===== config.mk =====
export PLATFORM = sky130hd
export DESIGN_NAME = clock_set_ctrl
export DESIGN_NICKNAME = d
export VERILOG_FILES = /design/src/rtl/clock_pkg.sv /design/src/rtl/button_debounce.sv /design/src/rtl/clock_set_ctrl.sv
export SDC_FILE = /design/constraint.sdc
export NUM_CORES = 1
export LEC_CHECK = 0
export CORE_MARGIN = 1.5
export CORE_UTILIZATION = 57
export DETAILED_ROUTE_END_ITERATION = 10
export PLACE_DENSITY_LB_ADDON = 0.2
export RECOVER_POWER = 50
export SLEW_MARGIN = 20
export SYNTH_ARGS = -nofsm -noshare
export SYNTH_HDL_FRONTEND = slang
export SYNTH_HIERARCHICAL = 1
export SYNTH_SLANG_ARGS = --single-unit

===== constraint.sdc =====
create_clock -name clk -period 5.1 [get_ports clk]
set_input_delay 1.02 -clock clk [delete_from_list [all_inputs] [get_ports clk]]
set_output_delay 1.02 -clock clk [all_outputs]
set_load 0.03 [all_outputs]

===== src/rtl/clock_pkg.sv =====
// Shared types and limits for the HH:MM time-setting controller.
package clock_pkg;

  typedef enum logic [1:0] {
    RUN      = 2'd0,
    SET_HRS  = 2'd1,
    SET_MINS = 2'd2,
    COMMIT   = 2'd3
  } state_t;

  localparam int HRS_W  = 5;
  localparam int MINS_W = 6;

  localparam logic [HRS_W-1:0]  MAX_HRS  = 5'd23;
  localparam logic [MINS_W-1:0] MAX_MINS = 6'd59;

  // Out-of-range live values (e.g. before the datapath settles) start editing at 0.
  function automatic logic [HRS_W-1:0] clamp_hrs(input logic [HRS_W-1:0] h);
    return (h > MAX_HRS) ? '0 : h;
  endfunction

  function automatic logic [MINS_W-1:0] clamp_mins(input logic [MINS_W-1:0] m);
    return (m > MAX_MINS) ? '0 : m;
  endfunction

  function automatic logic [HRS_W-1:0] wrap_inc_hrs(input logic [HRS_W-1:0] h);
    return (h == MAX_HRS) ? '0 : h + 1'b1;
  endfunction

  function automatic logic [MINS_W-1:0] wrap_inc_mins(input logic [MINS_W-1:0] m);
    return (m == MAX_MINS) ? '0 : m + 1'b1;
  endfunction

endpackage


===== src/rtl/button_debounce.sv =====
// Raw push-button to single-cycle press pulse: 2-FF sync, stability counter, rising-edge detect.
module button_debounce #(
  parameter int DEBOUNCE_CYCLES = 1_000_000
) (
  input  logic clk,
  input  logic reset,
  input  logic raw,
  output logic press
);

  localparam int CW = (DEBOUNCE_CYCLES > 1) ? $clog2(DEBOUNCE_CYCLES) : 1;
  localparam logic [CW-1:0] LAST = CW'(DEBOUNCE_CYCLES - 1);

  logic [1:0]    sync;
  logic          level;
  logic [CW-1:0] cnt;

  always_ff @(posedge clk or negedge reset) begin
    if (!reset) begin
      sync  <= '0;
      level <= 1'b0;
      cnt   <= '0;
      press <= 1'b0;
    end else begin
      sync  <= {sync[0], raw};
      press <= 1'b0;
      // Any cycle where the synced level agrees with the accepted level restarts the count.
      if (sync[1] == level) begin
        cnt <= '0;
      end else if (cnt == LAST) begin
        cnt   <= '0;
        level <= sync[1];
        press <= sync[1];
      end else begin
        cnt <= cnt + 1'b1;
      end
    end
  end

endmodule


===== src/rtl/clock_set_ctrl.sv =====
// Set-mode controller: pauses timekeeping while hours/minutes are edited, then loads them.
module clock_set_ctrl
  import clock_pkg::*;
#(
  parameter int DEBOUNCE_CYCLES = 1_000_000,
  parameter int BLINK_CYCLES    = 25_000_000
) (
  input  logic              clk,
  input  logic              reset,
  input  logic              btn_mode,
  input  logic              btn_inc,
  input  logic [HRS_W-1:0]  cur_hrs,
  input  logic [MINS_W-1:0] cur_mins,
  output logic              run_en,
  output logic              load,
  output logic [HRS_W-1:0]  load_hrs,
  output logic [MINS_W-1:0] load_mins,
  output logic              blank_hrs,
  output logic              blank_mins,
  output logic [1:0]        mode
);

  localparam int BW = (BLINK_CYCLES > 1) ? $clog2(BLINK_CYCLES) : 1;
  localparam logic [BW-1:0] BLINK_LAST = BW'(BLINK_CYCLES - 1);

  logic mode_p, inc_p;

  button_debounce #(.DEBOUNCE_CYCLES(DEBOUNCE_CYCLES)) u_db_mode (
    .clk   (clk),
    .reset (reset),
    .raw   (btn_mode),
    .press (mode_p)
  );

  button_debounce #(.DEBOUNCE_CYCLES(DEBOUNCE_CYCLES)) u_db_inc (
    .clk   (clk),
    .reset (reset),
    .raw   (btn_inc),
    .press (inc_p)
  );

  state_t            state;
  logic [HRS_W-1:0]  edit_hrs;
  logic [MINS_W-1:0] edit_mins;
  logic [BW-1:0]     blink_cnt;
  logic              phase;
  logic              editing;

  assign editing = (state == SET_HRS) || (state == SET_MINS);

  always_ff @(posedge clk or negedge reset) begin
    if (!reset) begin
      state     <= RUN;
      run_en    <= 1'b1;
      load      <= 1'b0;
      edit_hrs  <= '0;
      edit_mins <= '0;
      blink_cnt <= '0;
      phase     <= 1'b0;
    end else begin
      load <= 1'b0;
      // mode is checked first everywhere so a coincident inc is dropped.
      case (state)
        RUN: begin
          if (mode_p) begin
            state     <= SET_HRS;
            run_en    <= 1'b0;
            edit_hrs  <= clamp_hrs(cur_hrs);
            edit_mins <= clamp_mins(cur_mins);
          end
        end
        SET_HRS: begin
          if (mode_p)     state    <= SET_MINS;
          else if (inc_p) edit_hrs <= wrap_inc_hrs(edit_hrs);
        end
        SET_MINS: begin
          if (mode_p) begin
            state <= COMMIT;
            load  <= 1'b1;
          end else if (inc_p) begin
            edit_mins <= wrap_inc_mins(edit_mins);
          end
        end
        COMMIT: begin
          state  <= RUN;
          run_en <= 1'b1;
        end
        default: begin
          state  <= RUN;
          run_en <= 1'b1;
        end
      endcase

      // Any press restarts the blink visible-first, so a new field or value shows at once.
      if (editing && !mode_p && !inc_p) begin
        if (blink_cnt == BLINK_LAST) begin
          blink_cnt <= '0;
          phase     <= ~phase;
        end else begin
          blink_cnt <= blink_cnt + 1'b1;
        end
      end else begin
        blink_cnt <= '0;
        phase     <= 1'b0;
      end
    end
  end

  assign load_hrs   = edit_hrs;
  assign load_mins  = edit_mins;
  assign mode       = state;
  assign blank_hrs  = (state == SET_HRS)  && phase;
  assign blank_mins = (state == SET_MINS) && phase;

endmodule


### Word-level counts from Yosys, hierarchy flattened

Index checks and enable logic that the tools add are counted.
Widths: inputs -> output; s select.

* add/sub/neg operators: 5
* $lt $le $gt $ge: 2
* eq/ne operators: 18
* multiplexer cells: 32
* bitwise logic cells: 3
* reductions and logical operators: 17

Operators with widths (count)
* $mux 20: 4
* $mux 25: 2
* $add 20x1->20 const B: 2
* $eq 20x20->1 const B: 2
* $mux 6: 5
* $add 25x1->25 const B: 1
* $eq 25x25->1 const B: 1
* $mux 5: 5
* $ne 2x1->1 const B: 6
* $pmux 6 s2: 1
* $pmux 5 s2: 1
* $mux 1: 9
* $pmux 2 s4: 1
* $reduce_and 4->1: 2
* $add 6x1->6 const B: 1
* $eq 6x6->1 const B: 1
* $gt 6x6->1 const B: 1
* $mux 2: 3
* $reduce_and 2->1: 3
* $reduce_bool 2->1: 3
* $add 5x1->5 const B: 1
* $eq 5x5->1 const B: 1
* $gt 5x5->1 const B: 1
* $eq 2x2->1 const B: 2
* 10 further kinds: 18

* register bits after elaboration: 89
* input port bits: 15
* output and inout bits: 17
* logic and storage cells: 92

### Depth between registers and ports, before layout

Gate-level depths: netlist (run 1).

* depth in word-level cells: 5
* mapped depth: 6
* depth with buffers taken out: 6

### Modules after synthesis

The synthesis (run 1) kept the hierarchy.

Modules (own cells, without submodules)
* clock_set_ctrl: times used 1, cells each 244, area an instance 2294.7 µm², seq. area each 1027.2 µm²
* button_debounce at u_db_mode: times used 1, cells each 110, area an instance 1137.3 µm², seq. area each 600.6 µm²
* button_debounce at u_db_inc: times used 1, cells each 116, area an instance 1136.1 µm², seq. area each 600.6 µm²

### Worst setup path before layout (run 1)

Ideal clock, no wire load.

* kind: register to output
* from: register state[0] (netlist: mode[0])
* to: output blank_mins
* data arrival time: 1.456 ns
* required time: 4.080 ns
* setup slack: 2.624 ns
* cell stages (with the launch flop): 5
* path buffers: 1
* cells stage by stage: dfrtp_1 > inv_1 > ha_1 > clkbuf_1 > and2_1

* word-level cells in the longest chain between the ends: 2

Ends and longest elaborated chain
* from (decl): line clock_set_ctrl.sv:42 `state_t state;`
* from (signal assigned): line clock_set_ctrl.sv:53 `state <= RUN;`
* from (signal assigned): line clock_set_ctrl.sv:66 `state <= SET_HRS;`
* from (signal assigned): line clock_set_ctrl.sv:73 `if (mode_p) state <= SET_MINS;`
* $eq 2x2->1: line clock_set_ctrl.sv:113 `assign blank_mins = (state == SET_MINS) && phase;`
* $logic_and 1x1->1: line clock_set_ctrl.sv:113
* to (decl): line clock_set_ctrl.sv:19 `output logic blank_mins,`

Every way passes these cells.

==> run metrics, run 1 <==
outcome=complete, but fails checks; violated checks=max-capacitance violations, max-slew violations; die footprint=8560 um2; Seq. cell area=2230 um2; CP max-delay cell=clkbuf_1; sum of negative setup slack=0 ns; Min-Delay Startpoint=u_db_mode/sync[0]$_DFF_PN0_; CP top delay family=buffers and inverters; CTS H-Tree Depth=3; Placed Instances=590; DR iter-0 viols=173; worst skew pair latency=0.35 ns; Post-CTS Setup Bufs=0; RSZ-0062 raised after global routing=false; Yosys warnings=6; core region area=7730 um2; initial antenna violation count=0; max frequency=0.284 GHz; Seq/Total Area, Yosys=0.488; ys async rst share=1.00; Cell Area, Placed=4950 um2; DRC viols=0; leakage power=0.00194 uW; routed len/inst=between 10 and 15 um; TritonCTS clock tree=done; grt total ovfl=0; setup violators final=0; Final period util=0.691; Post-CTS Resized=0; first-pass GRT wire length=between 15 and 20 mm; ranking of synthesized cells by area=dfrtp_1, xnor2_1, nor2_1, a21oi_1, nand3_1; register bit total from synthesis=89; synthesis-to-layout area growth=12.1%; R2R Path Start=blink_cnt[0]$_DFF_PN0_; CP Launch Type=input pin; EDFF count, synth=0; routability congestion estimate=0.863; CTS Buf Count=9; clk sinks=89; final instance area=5120 um2; Worst slew margin=-0.661; most frequent cells in the layout=dfrtp_1, nor2_1, a21oi_1; fraction of the mapped netlist area in adder cells=0.0247; required time worst endpoint=5.42 ns; multi-input logic area=2190 um2; antenna-violating nets left=0; Syn Nets=494; type of the worst min-delay path=reg2reg; max-slew violation count=46; Pwr Density=239 nW/um2; Slew @ Worst Pin=around 2.5 ns; DR pass1 iterations=4; proportion of layout cells with a drive suffix above 1=0.0676; multiplexer share of the synthesized area=0.00931; Cell Chain, Critical Path=clkbuf_1 -> clkbuf_2; total global-route track usage=0.221; fin nets=523; Max Buffers Root-to-Sink=2; Most used DFF post-synth=dfrtp_1; largest net degree at the start of global routing=46; Mean Syn Cell Area=between 9 and 10 um2; Site Rows=32; hold buffers post-CTS=0; chip height=92.5 um; port buffer count=31; worst setup path start=reset; Synth area leader=dfrtp_1; Die X-Extent=92.5 um; total power=about 1200 uW; final WL=8.52 mm; vias in the first global route=3486; Final Skew=0.0105 ns; critical path buffer and inverter count=2; root buffer cell=clkbuf_8; n_diodes=0; count of cell types in the netlist=57; most common cell after layout, fill and taps aside=dfrtp_1; vias=about 3500; IO Count=32; clock slew seen by the registers of the worst setup and hold paths=0.08 ns; total of fill cells in the finished design=roughly 600; Compound-Gate Fraction of Synth Area=0.121; Final Hold Fails=0; Post-Syn Area=4570 um2; Starting Density=0.591; max_cap viols=1; post-synthesis xor/xnor area fraction=0.0748; Syn Inst Count=470; Via density=between 5 and 6; Simple-Gate Fraction of Synth Area=0.248; post-route insts no fill=between 600 and 700; min Tclk post-route=3.52 ns; WS Path Type=in2async; detailed placer's ending HPWL=5.98 mm; CP max stage delay=1.73 ns; Critical Path AT=3.84 ns; Synth top area share=0.482; endpoint class of the critical path=asynchronous set/reset pin; Max Fanout on Critical Path=45; main combinational cell family by area after synthesis=simple AND/OR/NAND/NOR gates; maximum vdd drop=226 uV
logic make-up after synthesis:
family                   Yosys count
AO/OA/AOI/OAI                     87
XOR/XNOR                          39
adder cells (fa/ha/maj)            9
buffers and inverters             38
flip-flops                        89
multiplexers                       4
AND/OR/NAND/NOR                  204
through the flow:
stage                     worst slack, ns   util  hold slack (ns)
after global routing                0.963  0.663            0.365
after CTS                            1.85  0.663            0.356
after global placement               2.32  0.640            0.333
after floorplan                      2.62      -            0.331
after detailed placement             2.25  0.640            0.337
final                                1.58  0.663            0.352
worst register-to-register path, cell delays in order (launching register included):
cell,delay [ns]
dfrtp_1,0.40
ha_1,0.22
nand2_1,0.12
or4_1,0.77
or4_1,0.54
a21oi_1,0.15
metal layers:
metal,GRT usage,vias up,share of wire
li1,-,1734,-
met1,0.274,1671,0.46
met2,0.387,59,0.49
met3,0.0443,12,0.034
met4,0.0692,0,0.014
met5,0,-,0
registers in the layout, indices dropped and copies added (netlist names):
register,cells
u_db_mode/cnt,20
load_mins,6
run_en,1
mode,2
load_hrs,5
u_db_inc/sync,2
u_db_inc/cnt,20
blink_cnt,25
u_db_mode/level,1
u_db_mode/sync,2
u_db_inc/press,1
load,1
u_db_mode/press,1
u_db_inc/level,1
phase,1
final timing paths:
path	slack, ns	cells after the start	end
min reg2reg	0.35	0	u_db_mode/sync[1]$_DFF_PN0_
min	0.35	0	u_db_mode/sync[1]$_DFF_PN0_
max	1.58	2	u_db_inc/cnt[2]$_DFF_PN0_
max reg2reg	2.84	5	blink_cnt[22]$_DFF_PN0_
max in group clk	1.88	4	blank_mins
min in group asynchronous	1.42	1	load_mins[3]$_DFFE_PN0P_
power by group:
part           switching (uW)  internal (uW)  leakage, uW
clock                     234            224    0.0000864
sequential               6.23            711      0.00120
combinational            30.6           18.6     0.000653
total                     271            954      0.00194
Yosys cell counts (4+ instances only):
library cell / instances
dfrtp_1: 88
nor2_1: 61
a21oi_1: 29
xnor2_1: 28
nand2_1: 25
nand3_1: 25
inv_1: 23
o21ai_0: 23
or4_1: 14
o31ai_1: 12
nor3_1: 11
or3_1: 11
xor2_1: 11
nand4_1: 10
ha_1: 9
clkbuf_1: 8
nor4_1: 8
and2_1: 5
buf_2: 5
and3_1: 4
final cells by class:
| type | instances | share of cell area |
|---|---|---|
| multi-input cells | 343 | 0.427 |
| repair buffers | 33 | 0.0611 |
| well taps | 102 | 0.0249 |
| clock inverters | 3 | 0.00830 |
| clock buffers | 12 | 0.0264 |
| inverters | 23 | 0.0169 |
| flip-flops and latches | 89 | 0.435 |
Power figures use the tool's default switching activity.
==> run 2, diff against run 1 <==
Clock period 5.1 ns to 3.35 ns, I/O delays scaled along.
==> run metrics, run 2 (synthesized netlist as in run 1, its figures left out) <==
required time worst endpoint=2.68 ns (was 5.42 ns); DR iter-0 viols=187 (was 173); setup violators final=0 (unchanged); Top Registers=blink_cnt (25), u_db_inc/cnt (20), u_db_mode/cnt (20) (unchanged); port buffer count=31 (unchanged); Slew @ Worst Pin=2.11 ns (was 2.49 ns); final WL=8.41 mm (was 8.52 mm); setup ws final=0.489 ns (was 1.58 ns); reg2reg setup slack=1.12 ns (was 2.84 ns); switching pwr=405 uW (was 271 uW); Util after Layout=0.662 (was 0.663); CTS H-Tree Depth=3 (unchanged); root buffer cell=clkbuf_8 (unchanged); CTS Buf Count=9 (unchanged); hold buffers post-CTS=0 (unchanged); Worst slew margin=-0.403 (was -0.661); critical path buffer and inverter count=2 (unchanged); proportion of layout cells with a drive suffix above 1=0.0737 (was 0.0676); chip height=92.5 um (unchanged); Post-CTS Setup Bufs=0 (unchanged); Clk pwr share=0.358 (was 0.374); TritonCTS clock tree=done (unchanged); WHS=0.352 ns (about the same); endpoint class of the critical path=primary output (was asynchronous set/reset pin); Max Buffers Root-to-Sink=2 (unchanged); worst skew pair latency=0.35 ns (about the same); CP top delay family=buffers and inverters (unchanged); n_diodes=0 (unchanged); Critical Path AT=2.19 ns (was 3.84 ns); Final Skew=0.0140 ns (was 0.0105 ns); most common cell after layout, fill and taps aside=dfrtp_1 (unchanged); maximum vdd drop=271 uV (was 226 uV); antenna-violating nets left=0 (unchanged); DRC viols=0 (unchanged); first-pass GRT wire length=15.1 mm (was 15.2 mm); Site Rows=32 (unchanged); core region area=7730 um2 (unchanged); Max Fanout on Critical Path=16 (was 45); detailed placer's ending HPWL=5.71 mm (was 5.98 mm); Setup Slack @ Placement=0.845 ns (was 2.25 ns); Pwr Density=356 nW/um2 (was 239 nW/um2); outcome=complete, but fails checks (unchanged); violated checks=max-capacitance violations, max-slew violations (unchanged); max frequency=0.350 GHz; total global-route track usage=0.220 (was 0.221); routability congestion estimate=0.850 (was 0.863); synthesis-to-layout area growth=12.0% (was 12.1%); Via density=5.81 (was 5.75); CP Launch Type=flip-flop (was input pin); Largest Register=blink_cnt (unchanged); clock slew seen by the registers of the worst setup and hold paths=0.07 ns (was 0.08 ns); min Tclk post-route=2.86 ns; type of the worst min-delay path=reg2reg (unchanged); post-route insts no fill=604 (was 605); max_cap viols=1 (unchanged); Die X-Extent=92.5 um (unchanged); Post-CTS Resized=0 (unchanged); IO Count=32 (unchanged); Final period util=0.854; switching share of total power=0.222 (was 0.221); RSZ-0062 raised after global routing=false (unchanged); Cell Chain, Critical Path=inv_1 -> ha_1 -> and2_1 -> clkdlybuf4s50_1 (was clkbuf_1 -> clkbuf_2); die footprint=8560 um2 (unchanged); Cell Int Power=1410 uW (was 954 uW); vias=3507 (was 3476); Seq pwr share=0.601 (was 0.586); DR pass1 iterations=6 (was 4); max reg flops=25 (unchanged); leakage power=0.00194 uW (about the same); Placed Instances=590 (unchanged); vias in the first global route=3368 (was 3486); Starting Density=0.591 (unchanged); initial antenna violation count=0 (unchanged); routed len/inst=13.9 um (was 14.1 um); Final Hold Fails=0 (unchanged); sum of negative setup slack=0 ns (unchanged); CP max stage delay=0.67 ns (was 1.73 ns); fin nets=523 (unchanged); largest net degree at the start of global routing=90 (was 46); most frequent cells in the layout=dfrtp_1, nor2_1, a21oi_1 (unchanged); CP max-delay cell=clkdlybuf4s50_1 (was clkbuf_1); WS Path Type=reg2out (was in2async); clk sinks=89 (unchanged); max-slew violation count=90 (was 46); combinational power share=0.041 (was 0.040); grt total ovfl=0 (unchanged)
[run 2: metrics by stage]
stage,area [um2],power (uW)
finish,5110,1820
detailed placement,4950,1190
CTS,5120,1850
global placement,4950,1190
floorplan,4570,1140
global route,5110,1900
[run 2: path summary, 6_finish.rpt]
check	depth (start not counted)	start	end
max in group asynchronous	1	reset	u_db_inc/cnt[10]$_DFF_PN0_
max reg2reg	5	blink_cnt[0]$_DFF_PN0_	blink_cnt[22]$_DFF_PN0_
min reg2reg	0	u_db_inc/sync[0]$_DFF_PN0_	u_db_inc/sync[1]$_DFF_PN0_
max	4	mode[0]$_DFFE_PN0P_	blank_mins
min	0	u_db_inc/sync[0]$_DFF_PN0_	u_db_inc/sync[1]$_DFF_PN0_
min in group asynchronous	1	reset	load_hrs[2]$_DFFE_PN0P_
[run 2: routing by layer]
metal  GRT usage  up-vias  wire length [um]
met2       0.354       65              4040
li1            -     1736                 -
met3      0.0386       14               263
met5           0        -                 0
met1       0.295     1692              3940
met4      0.0885        0               178
[run 2: layout make-up]
type	count	area, um2
fill	620	2610
clock buffer	12	155
inverter	23	86.3
timing repair buffer	33	320
multi-input combinational	343	2180
tap	102	128
clock inverter	2	15.0
sequential	89	2230
[run 2: power groups by stage]
stage | clock network [uW] | logic (uW) | registers, uW
2_1_floorplan | 0 | 26.9 | 1120
3_3_place_gp | 0 | 76.8 | 1110
3_5_place_dp | 0 | 77.3 | 1110
4_1_cts | 680 | 77.7 | 1090
5_1_grt | 716 | 86.0 | 1090
6_report | 652 | 74.8 | 1090
